File: src/rtl/l2cache_nway_control.sv
// Control FSM for an N-way set-associative L2 cache: hit handling, tree-PLRU
// update, victim selection, write-back, refill and bounded memory retry.
module l2cache_nway_control #(
    parameter int WAYS      = 4,
    parameter int MAX_RETRY = 3,
    localparam int WIDX     = $clog2(WAYS)
) (
    input  logic            clk,
    input  logic            rst,
    input  logic            cpu_cyc,
    input  logic            cpu_stb,
    input  logic            cpu_we,
    output logic            cpu_ack,
    output logic            cpu_err,
    input  logic [WAYS-1:0] hit_vec,
    input  logic [WAYS-1:0] valid_vec,
    input  logic [WAYS-1:0] dirty_vec,
    input  logic [WAYS-2:0] plru_out,
    output logic [WAYS-2:0] plru_in,
    output logic            plru_write,
    output logic [WAYS-1:0] way_write,
    output logic [WAYS-1:0] valid_write,
    output logic [WAYS-1:0] dirty_write,
    output logic            valid_in,
    output logic            dirty_in,
    output logic [WIDX-1:0] victim_way,
    output logic            datainmux_sel,
    output logic            memaddrmux_sel,
    output logic            mem_cyc,
    output logic            mem_stb,
    output logic            mem_we,
    input  logic            mem_ack,
    input  logic            mem_rty
);

    localparam int RCW = (MAX_RETRY > 0) ? $clog2(MAX_RETRY + 1) : 1;

    typedef enum logic [2:0] {IDLE, WB, WB_GAP, ALLOC, RTY_WAIT, ERR} state_t;

    state_t          state_q, state_d, origin_q, origin_d;
    logic [WIDX-1:0] victim_q, victim_d;
    logic [RCW-1:0]  retry_q, retry_d;

    logic            req;
    logic [WIDX-1:0] hit_idx, inv_idx, plru_way, victim_sel;
    logic            inv_found;
    logic [WAYS-2:0] plru_upd;
    logic [WAYS-1:0] hit_oh, vic_oh;

    assign req        = cpu_cyc & cpu_stb;
    assign victim_way = victim_q;
    assign hit_oh     = {{(WAYS-1){1'b0}}, 1'b1} << hit_idx;
    assign vic_oh     = {{(WAYS-1){1'b0}}, 1'b1} << victim_q;

    // Lowest-index hit and lowest-index invalid way.
    always_comb begin
        hit_idx   = '0;
        inv_idx   = '0;
        inv_found = 1'b0;
        for (int i = WAYS - 1; i >= 0; i--) begin
            if (hit_vec[i]) hit_idx = WIDX'(i);
            if (!valid_vec[i]) begin
                inv_idx   = WIDX'(i);
                inv_found = 1'b1;
            end
        end
    end

    // Tree walk: at level l the node is (2^l - 1) + (top l bits of the way index).
    always_comb begin
        plru_way = '0;
        plru_upd = plru_out;
        for (int l = 0; l < WIDX; l++) begin
            for (int p = 0; p < (1 << l); p++) begin
                if (int'(plru_way >> (WIDX - l)) == p)
                    plru_way[WIDX-1-l] = plru_out[(1 << l) - 1 + p];
                if (int'(hit_idx >> (WIDX - l)) == p)
                    plru_upd[(1 << l) - 1 + p] = ~hit_idx[WIDX-1-l];
            end
        end
    end

    assign victim_sel = inv_found ? inv_idx : plru_way;

    always_comb begin
        state_d        = state_q;
        origin_d       = origin_q;
        victim_d       = victim_q;
        retry_d        = retry_q;
        cpu_ack        = 1'b0;
        cpu_err        = 1'b0;
        plru_in        = '0;
        plru_write     = 1'b0;
        way_write      = '0;
        valid_write    = '0;
        dirty_write    = '0;
        valid_in       = 1'b0;
        dirty_in       = 1'b0;
        datainmux_sel  = 1'b0;
        memaddrmux_sel = 1'b0;
        mem_cyc        = 1'b0;
        mem_stb        = 1'b0;
        mem_we         = 1'b0;
        case (state_q)
            IDLE: begin
                if (req && |hit_vec) begin
                    cpu_ack    = 1'b1;
                    plru_write = 1'b1;
                    plru_in    = plru_upd;
                    if (cpu_we) begin
                        datainmux_sel = 1'b1;
                        way_write     = hit_oh;
                        valid_write   = hit_oh;
                        dirty_write   = hit_oh;
                        valid_in      = 1'b1;
                        dirty_in      = 1'b1;
                    end
                end else if (req) begin
                    victim_d = victim_sel;
                    state_d  = (valid_vec[victim_sel] & dirty_vec[victim_sel]) ? WB : ALLOC;
                end
            end
            WB: begin
                mem_cyc        = 1'b1;
                mem_stb        = 1'b1;
                mem_we         = 1'b1;
                memaddrmux_sel = 1'b1;
                if (mem_ack) begin
                    state_d = WB_GAP;
                    retry_d = '0;
                end else if (mem_rty) begin
                    if (int'(retry_q) < MAX_RETRY) begin
                        retry_d  = retry_q + RCW'(1);
                        origin_d = WB;
                        state_d  = RTY_WAIT;
                    end else begin
                        state_d = ERR;
                    end
                end
            end
            WB_GAP: state_d = ALLOC;
            ALLOC: begin
                mem_cyc = 1'b1;
                mem_stb = 1'b1;
                // Fill data is only valid with mem_ack, so the array write waits for it.
                if (mem_ack) begin
                    way_write   = vic_oh;
                    valid_write = vic_oh;
                    dirty_write = vic_oh;
                    valid_in    = 1'b1;
                    state_d     = IDLE;
                    retry_d     = '0;
                end else if (mem_rty) begin
                    if (int'(retry_q) < MAX_RETRY) begin
                        retry_d  = retry_q + RCW'(1);
                        origin_d = ALLOC;
                        state_d  = RTY_WAIT;
                    end else begin
                        state_d = ERR;
                    end
                end
            end
            RTY_WAIT: state_d = origin_q;
            ERR: begin
                cpu_err = 1'b1;
                retry_d = '0;
                state_d = IDLE;
            end
            default: state_d = IDLE;
        endcase
    end

    always_ff @(posedge clk) begin
        if (rst) begin
            state_q  <= IDLE;
            origin_q <= IDLE;
            victim_q <= '0;
            retry_q  <= '0;
        end else begin
            state_q  <= state_d;
            origin_q <= origin_d;
            victim_q <= victim_d;
            retry_q  <= retry_d;
        end
    end

endmodule

File: config.mk
export PLATFORM = sky130hd
export DESIGN_NAME = l2cache_nway_control
export DESIGN_NICKNAME = d
export VERILOG_FILES = /design/src/rtl/l2cache_nway_control.sv
export SDC_FILE = /design/constraint.sdc
export NUM_CORES = 1
export LEC_CHECK = 0
export ABC_AREA = 1
export BUFFER_PORTS_ARGS = -buffer_cell sky130_fd_sc_hd__buf_2
export CORE_ASPECT_RATIO = 0.7
export CORE_UTILIZATION = 36
export CTS_BUF_LIST = sky130_fd_sc_hd__clkbuf_4 sky130_fd_sc_hd__clkbuf_8 sky130_fd_sc_hd__clkbuf_16
export DETAILED_ROUTE_END_ITERATION = 7
export GPL_ROUTABILITY_DRIVEN = 0
export PLACE_DENSITY_LB_ADDON = 0.08
export SYNTH_ARGS = -nofsm -noshare
export SYNTH_HDL_FRONTEND = slang
export SYNTH_SLANG_ARGS = --single-unit
File: constraint.sdc
create_clock -name clk -period 2.6 [get_ports clk]
set_input_delay 0.13 -clock clk [delete_from_list [all_inputs] [get_ports clk]]
set_output_delay 0.13 -clock clk [all_outputs]
set_load 0.1 [all_outputs]
# [After elaboration in Yosys (flattened, before gate mapping)]
# Cells that the tools add are included.
[word_totals] reg_bits=10 inputBits=22 out_inout_bits=27
[op_classes] addsub=1 order_cmp=2 n_eq_ne=15 n_shift=2 mux=56 bitwise=5 n_reduce_logical=12
[op_table] op="$logic_not A32 Y1" count=2
[op_table] op="$mux W3" count=13
[op_table] op="$mux W2" count=13
[op_table] op="$mux W1" count=20
[op_table] op="$ne A2 B2 Y1 const B" count=8
[op_table] op="$pmux W3 S5" count=1
[op_table] op="$mux W4" count=3
[op_table] op="$pmux W4 S2" count=1
[op_table] op="$shl A1 B2 Y4 const A" count=2
[op_table] op="$reduce_and A7 Y1" count=1
[op_table] op="$eq A3 B2 Y1 const B" count=2
[op_table] op="$eq A3 B3 Y1 const B" count=2
[op_table] op="$ne A3 B1 Y1 const B" count=2
[op_table] op="$pmux W3 S2" count=1
[op_table] op="$reduce_and A3 Y1" count=2
[op_table] op="$bmux W1 S2" count=2
[op_table] op="$pmux W2 S2" count=1
[op_table] op="$reduce_bool A2 Y1" count=2
[op_table] op="$reduce_or A4 Y1" count=1
[op_table] op="$eq A3 B1 Y1 const B" count=1
[op_table] op="$logic_not A3 Y1" count=1
[op_table] op="$lt A2 B3 Y1 const B" count=1
[op_table] op="$not A1 Y1" count=3
[op_table] op="$add A2 B1 Y2 const B" count=1
[op_table] op="other kinds (6)" count=7

# [Longest topological paths before layout]
[depth] ltp_word=12 mapped_depth=10 mapped_depth_nobuf=10

# [Worst setup path after synthesis]
# OpenSTA, ideal clock, no wires.
[synth_path] path_type="register to output" startpoint="register state_q[0]" endpoint="output valid_write[0]" t_arrival_ns=4.282 required_time_ns=2.470 slack_ns=-1.812 path_stages_with_launch=8 path_buffers=1 cell_sequence="dfxtp_1 -> inv_4 -> nor2_4 -> nand2_1 -> nor2_1 -> inv_1 -> o31ai_1 -> buf_4"
[synth_via] elab_chain_len=2 elab_cells_between_ends=3
[synth_lines] item="start: declaration" line="40" source="state_t state_q, state_d, origin_q, origin_d;"
[synth_lines] item="start signal: assignment" line="180" source="state_q <= state_d;"
[synth_lines] item="$eq A3 B2 Y1 / $logic_not A3 Y1 (equally long branches)"
[synth_lines] item="$pmux W4 S2 (*)"
[synth_lines] item="end: declaration" line="22" source="output logic [WAYS-1:0] valid_write,"
# Every way passes the cells marked *; elsewhere a longest branch is shown, timed or not.

# [Worst setup path in the final report]
[layout_path] startpoint="register state_q[1]" endpoint="output valid_write[2]"
[layout_via] elab_chain_len=2 elab_cells_between_ends=3
[layout_lines] item="$eq A3 B2 Y1 / $logic_not A3 Y1 (equally long branches)" line="104" source="case (state_q)"
[layout_lines] item="$pmux W4 S2 (*)" line="104"
# Marks and branches as above.

==> flow_summary_export.csv <==
group,metric,value,unit
cts,cts_resized,0,
critical_path,crit_end,"valid_write[2]",
timing,rsz0062_at_grt,"no",
grt,gr-usage-all-layers,17.3,%
route,drt-total-wl,1.93,mm
yosys,yosysTopAreaCell,"dfxtp_1",
pwr,power_frac_clock,15.1,%
critical_path,startpoint_type,"register",
pwr,p_comb_share,63.1,%
timing,setup_viol,0,
critical_path,crit_required,2.47,ns
timing,fmax,456,MHz
cts,cts_buffers,3,
die,die_x,59.2,um
yosys,ys_seq_elements,9,
timing,max_slew_margin,67.4,%
route,via_count,925,
placement,dpl_cell_area,0.00107,mm2
critical_path,regToRegEndpoint,"origin_q[1]$_SDFFE_PP0P_",
grt,overflow,0,
yosys,synth_async_sr_flop_share,0,%
yosys,synth-edff-count,0,
grt,antenna_found_initial,0,
timing,finClkSkew,0.00243,ns
cts,ctsHoldBuffers,0,
critical_path,setup.worst_path.start,"state_q[1]$_SDFFE_PP0P_",
finish,syn2layout_area_growth,33.2,%
finish,fin_util,51.0,%
pwr,seqPwrFrac,21.8,%
grt,grt_pass1_wl,3.31,mm
pwr,internal-power,0.293,mW
critical_path,critPathKind,"reg2out",
yosys,synthTopCellsByCount,"nand2_1, inv_1, nor2_1, buf_4, dfxtp_1",
die,boundaryPins,49,
yosys,synth_nets,158,
cts,path_clk_slew,0.07,ns
die,floorplan.rows,14,
yosys,ys_seq_area_share,21.9,%
yosys,synth.area.top_cells,"dfxtp_1, nand2_1, buf_4",
pwr,p_per_area,684,mW/mm2
timing,slew_viol_final,0,
cts,clock_sinks,9,
die,die_h,42.0,um
placement,io_buffers,48,
route,drc,0,
timing,tightest_slew,0.492,ns
yosys,synth.most_common_cell,"nand2_1",
finish,antenna-diode-count,0,
critical_path,path_max_fanout,5,
outcome,outcome,"completed",
pwr,swShare,61.0,%
cts,cts_tree,"done",
pwr,ir_drop,0.000296,V
cts,cts_root_buffer,"clkbuf_4",
grt,first_global_vias,775,
yosys,syn_area_per_cell,6.11,um2
cts,htreeDepth,1,
critical_path,ff2ff_setup_slack,1.16,ns
hold_path,holdPathStages,2,
pwr,power.switching,0.458,mW
cts,insertion_delay,0.27,ns
critical_path,timing.rr.start,"retry_q[0]$_SDFFE_PP0P_",
placement,dp_cells,203,
yosys,yosysUniqueCellTypes,26,
finish,num-fill-cells,236,
timing,layout_setup_ws,0.406,ns
critical_path,worst-r2r-cell-count,5,
route,drt_pre_antenna_iters,4,
yosys,synthFlopType,"dfxtp_1",
finish,finalNetCount,199,
yosys,yosysWarnings,0,
timing,fin_crit_sh,84.4,%
die,die-area,0.00249,mm2
timing,hold_viol,0,
finish,postLayoutCellArea,0.00110,mm2
route,final_antenna_net_count,0,
yosys,netlist_area,825,um2
cts,clockBufferDepth,2,
critical_path,worstSetupEndpointType,"primary output",
placement,hpwl,1.68,mm
die,core-area,0.00215,mm2
critical_path,cp.arrival,2.06,ns
route,first_iter_violations,19,
placement,place_ws,0.687,ns
yosys,netlist_instances,135,
cts,cts_setup_buffers,0,
route,avgRoutedWirePerCell,9.31,um
finish,drive_above_1_share,40.0,%
flow_run,drv_cap,0,
die,initial_core_util,38.3,%
hold_path,hold_class,"in2reg",
timing,fin_crit,2.19,ns
grt,grt_max_degree,7,
yosys,synth_top_area_share,21.9,%
pwr,p_leak,0.625,nW
route,via_per_inst,4.47,
finish,final_cells,207,
## placed cells by master (no fill, tap or decap)
| cell type | n |
|---|---|
| dfxtp_1 | 9 |
| o21ai_4 | 3 |
| o211ai_1 | 1 |
| nor3_4 | 1 |
| o21ai_0 | 5 |
| o31ai_1 | 1 |
| clkinv_2 | 1 |
| inv_1 | 22 |
| or2_2 | 2 |
| inv_2 | 2 |
| nor3_2 | 1 |
| ha_1 | 1 |
| nor2_4 | 2 |
| clkbuf_4 | 3 |
| a21boi_0 | 1 |
| nand4_1 | 2 |
| nor2_1 | 15 |
| nand2_1 | 29 |
| o21ai_1 | 1 |
| nand2_2 | 1 |
| o31ai_4 | 1 |
| o21bai_1 | 1 |
| nor2_2 | 1 |
| a21oi_1 | 7 |
| nor3_1 | 3 |
| inv_6 | 1 |
| buf_2 | 48 |
| nand2_4 | 1 |
| nand3_1 | 5 |
| inv_4 | 1 |
| nand3_2 | 1 |
| a211oi_1 | 2 |
## power groups by stage
stage          registers (mW)  logic, mW  clock network (mW)
2_1_floorplan           0.167      0.430                   0
3_3_place_gp            0.166      0.472                   0
3_5_place_dp            0.167      0.475                   0
4_1_cts                 0.164      0.476               0.115
5_1_grt                 0.165      0.503               0.125
6_report                0.164      0.474               0.113
## registers in the layout, summed over array words and instances (netlist names)
signal / flops
state_q: 3
victim_way: 2
retry_q: 2
origin_q: 2
## worst max-delay path, stage by stage, from the launching register on
cell and delay, ns:
dfxtp_1 0.34, inv_2 0.12, nand2_4 0.07, nor2_4 0.10, inv_2 0.06, nor3_4 0.23
nand2_2 0.19, inv_6 0.09, nand3_2 0.08, o21ai_4 0.08, buf_2 0.44
## layout make-up
class / count / area, um2 / share of cell area (%)
Clock buffer: 3 / 22.5 / 2.05
Clock inverter: 1 / 5.00 / 0.456
Inverter: 26 / 105 / 9.57
Multi-Input combinational cell: 88 / 505 / 46.0
Sequential cell: 9 / 180 / 16.4
Tap cell: 32 / 40.0 / 3.64
Timing Repair Buffer: 48 / 240 / 21.9
## through the flow
| step | TNS (ns) | total power [mW] | hold slack [ns] |
|---|---|---|---|
| after floorplan | -4.27 | 0.597 | 0.199 |
| after global placement | 0 | 0.638 | 0.368 |
| after detailed placement | 0 | 0.642 | 0.369 |
| after CTS | 0 | 0.755 | 0.0802 |
| after global routing | 0 | 0.794 | 0.0801 |
| final | 0 | 0.751 | 0.0841 |
## logic make-up (layout without fill, tap and decap cells)
| logic type | Yosys count | after routing | share of synthesized area [%] |
|---|---|---|---|
| flops | 9 | 9 | 21.9 |
| buf+inv | 38 | 78 | 23.1 |
| compound gates | 23 | 23 | 16.5 |
| simple gates | 64 | 64 | 37.0 |
| fa+ha+maj | 1 | 1 | 1.52 |
## layer usage
| metal | vias up | part of all wire [%] | GRT usage (%) |
|---|---|---|---|
| li1 | 495 | - | - |
| met1 | 397 | 53 | 25.2 |
| met2 | 33 | 41 | 25.6 |
| met3 | 0 | 6.0 | 4.63 |
| met4 | 0 | 0 | 2.86 |
| met5 | - | 0 | 0 |
## worst min path at each step
stage / startpoint / endpoint / slack, ns
floorplan: rst / retry_q[1]$_SDFFE_PP0P_ / 0.20
global placement: rst / retry_q[1]$_SDFFE_PP0P_ / 0.37
detailed placement: rst / victim_way[1]$_SDFFE_PP0P_ / 0.37
CTS: rst / victim_way[1]$_SDFFE_PP0P_ / 0.08
global route: rst / victim_way[1]$_SDFFE_PP0P_ / 0.08
finish: rst / victim_way[1]$_SDFFE_PP0P_ / 0.08
Note: power is estimated with default switching activity, not from simulation.
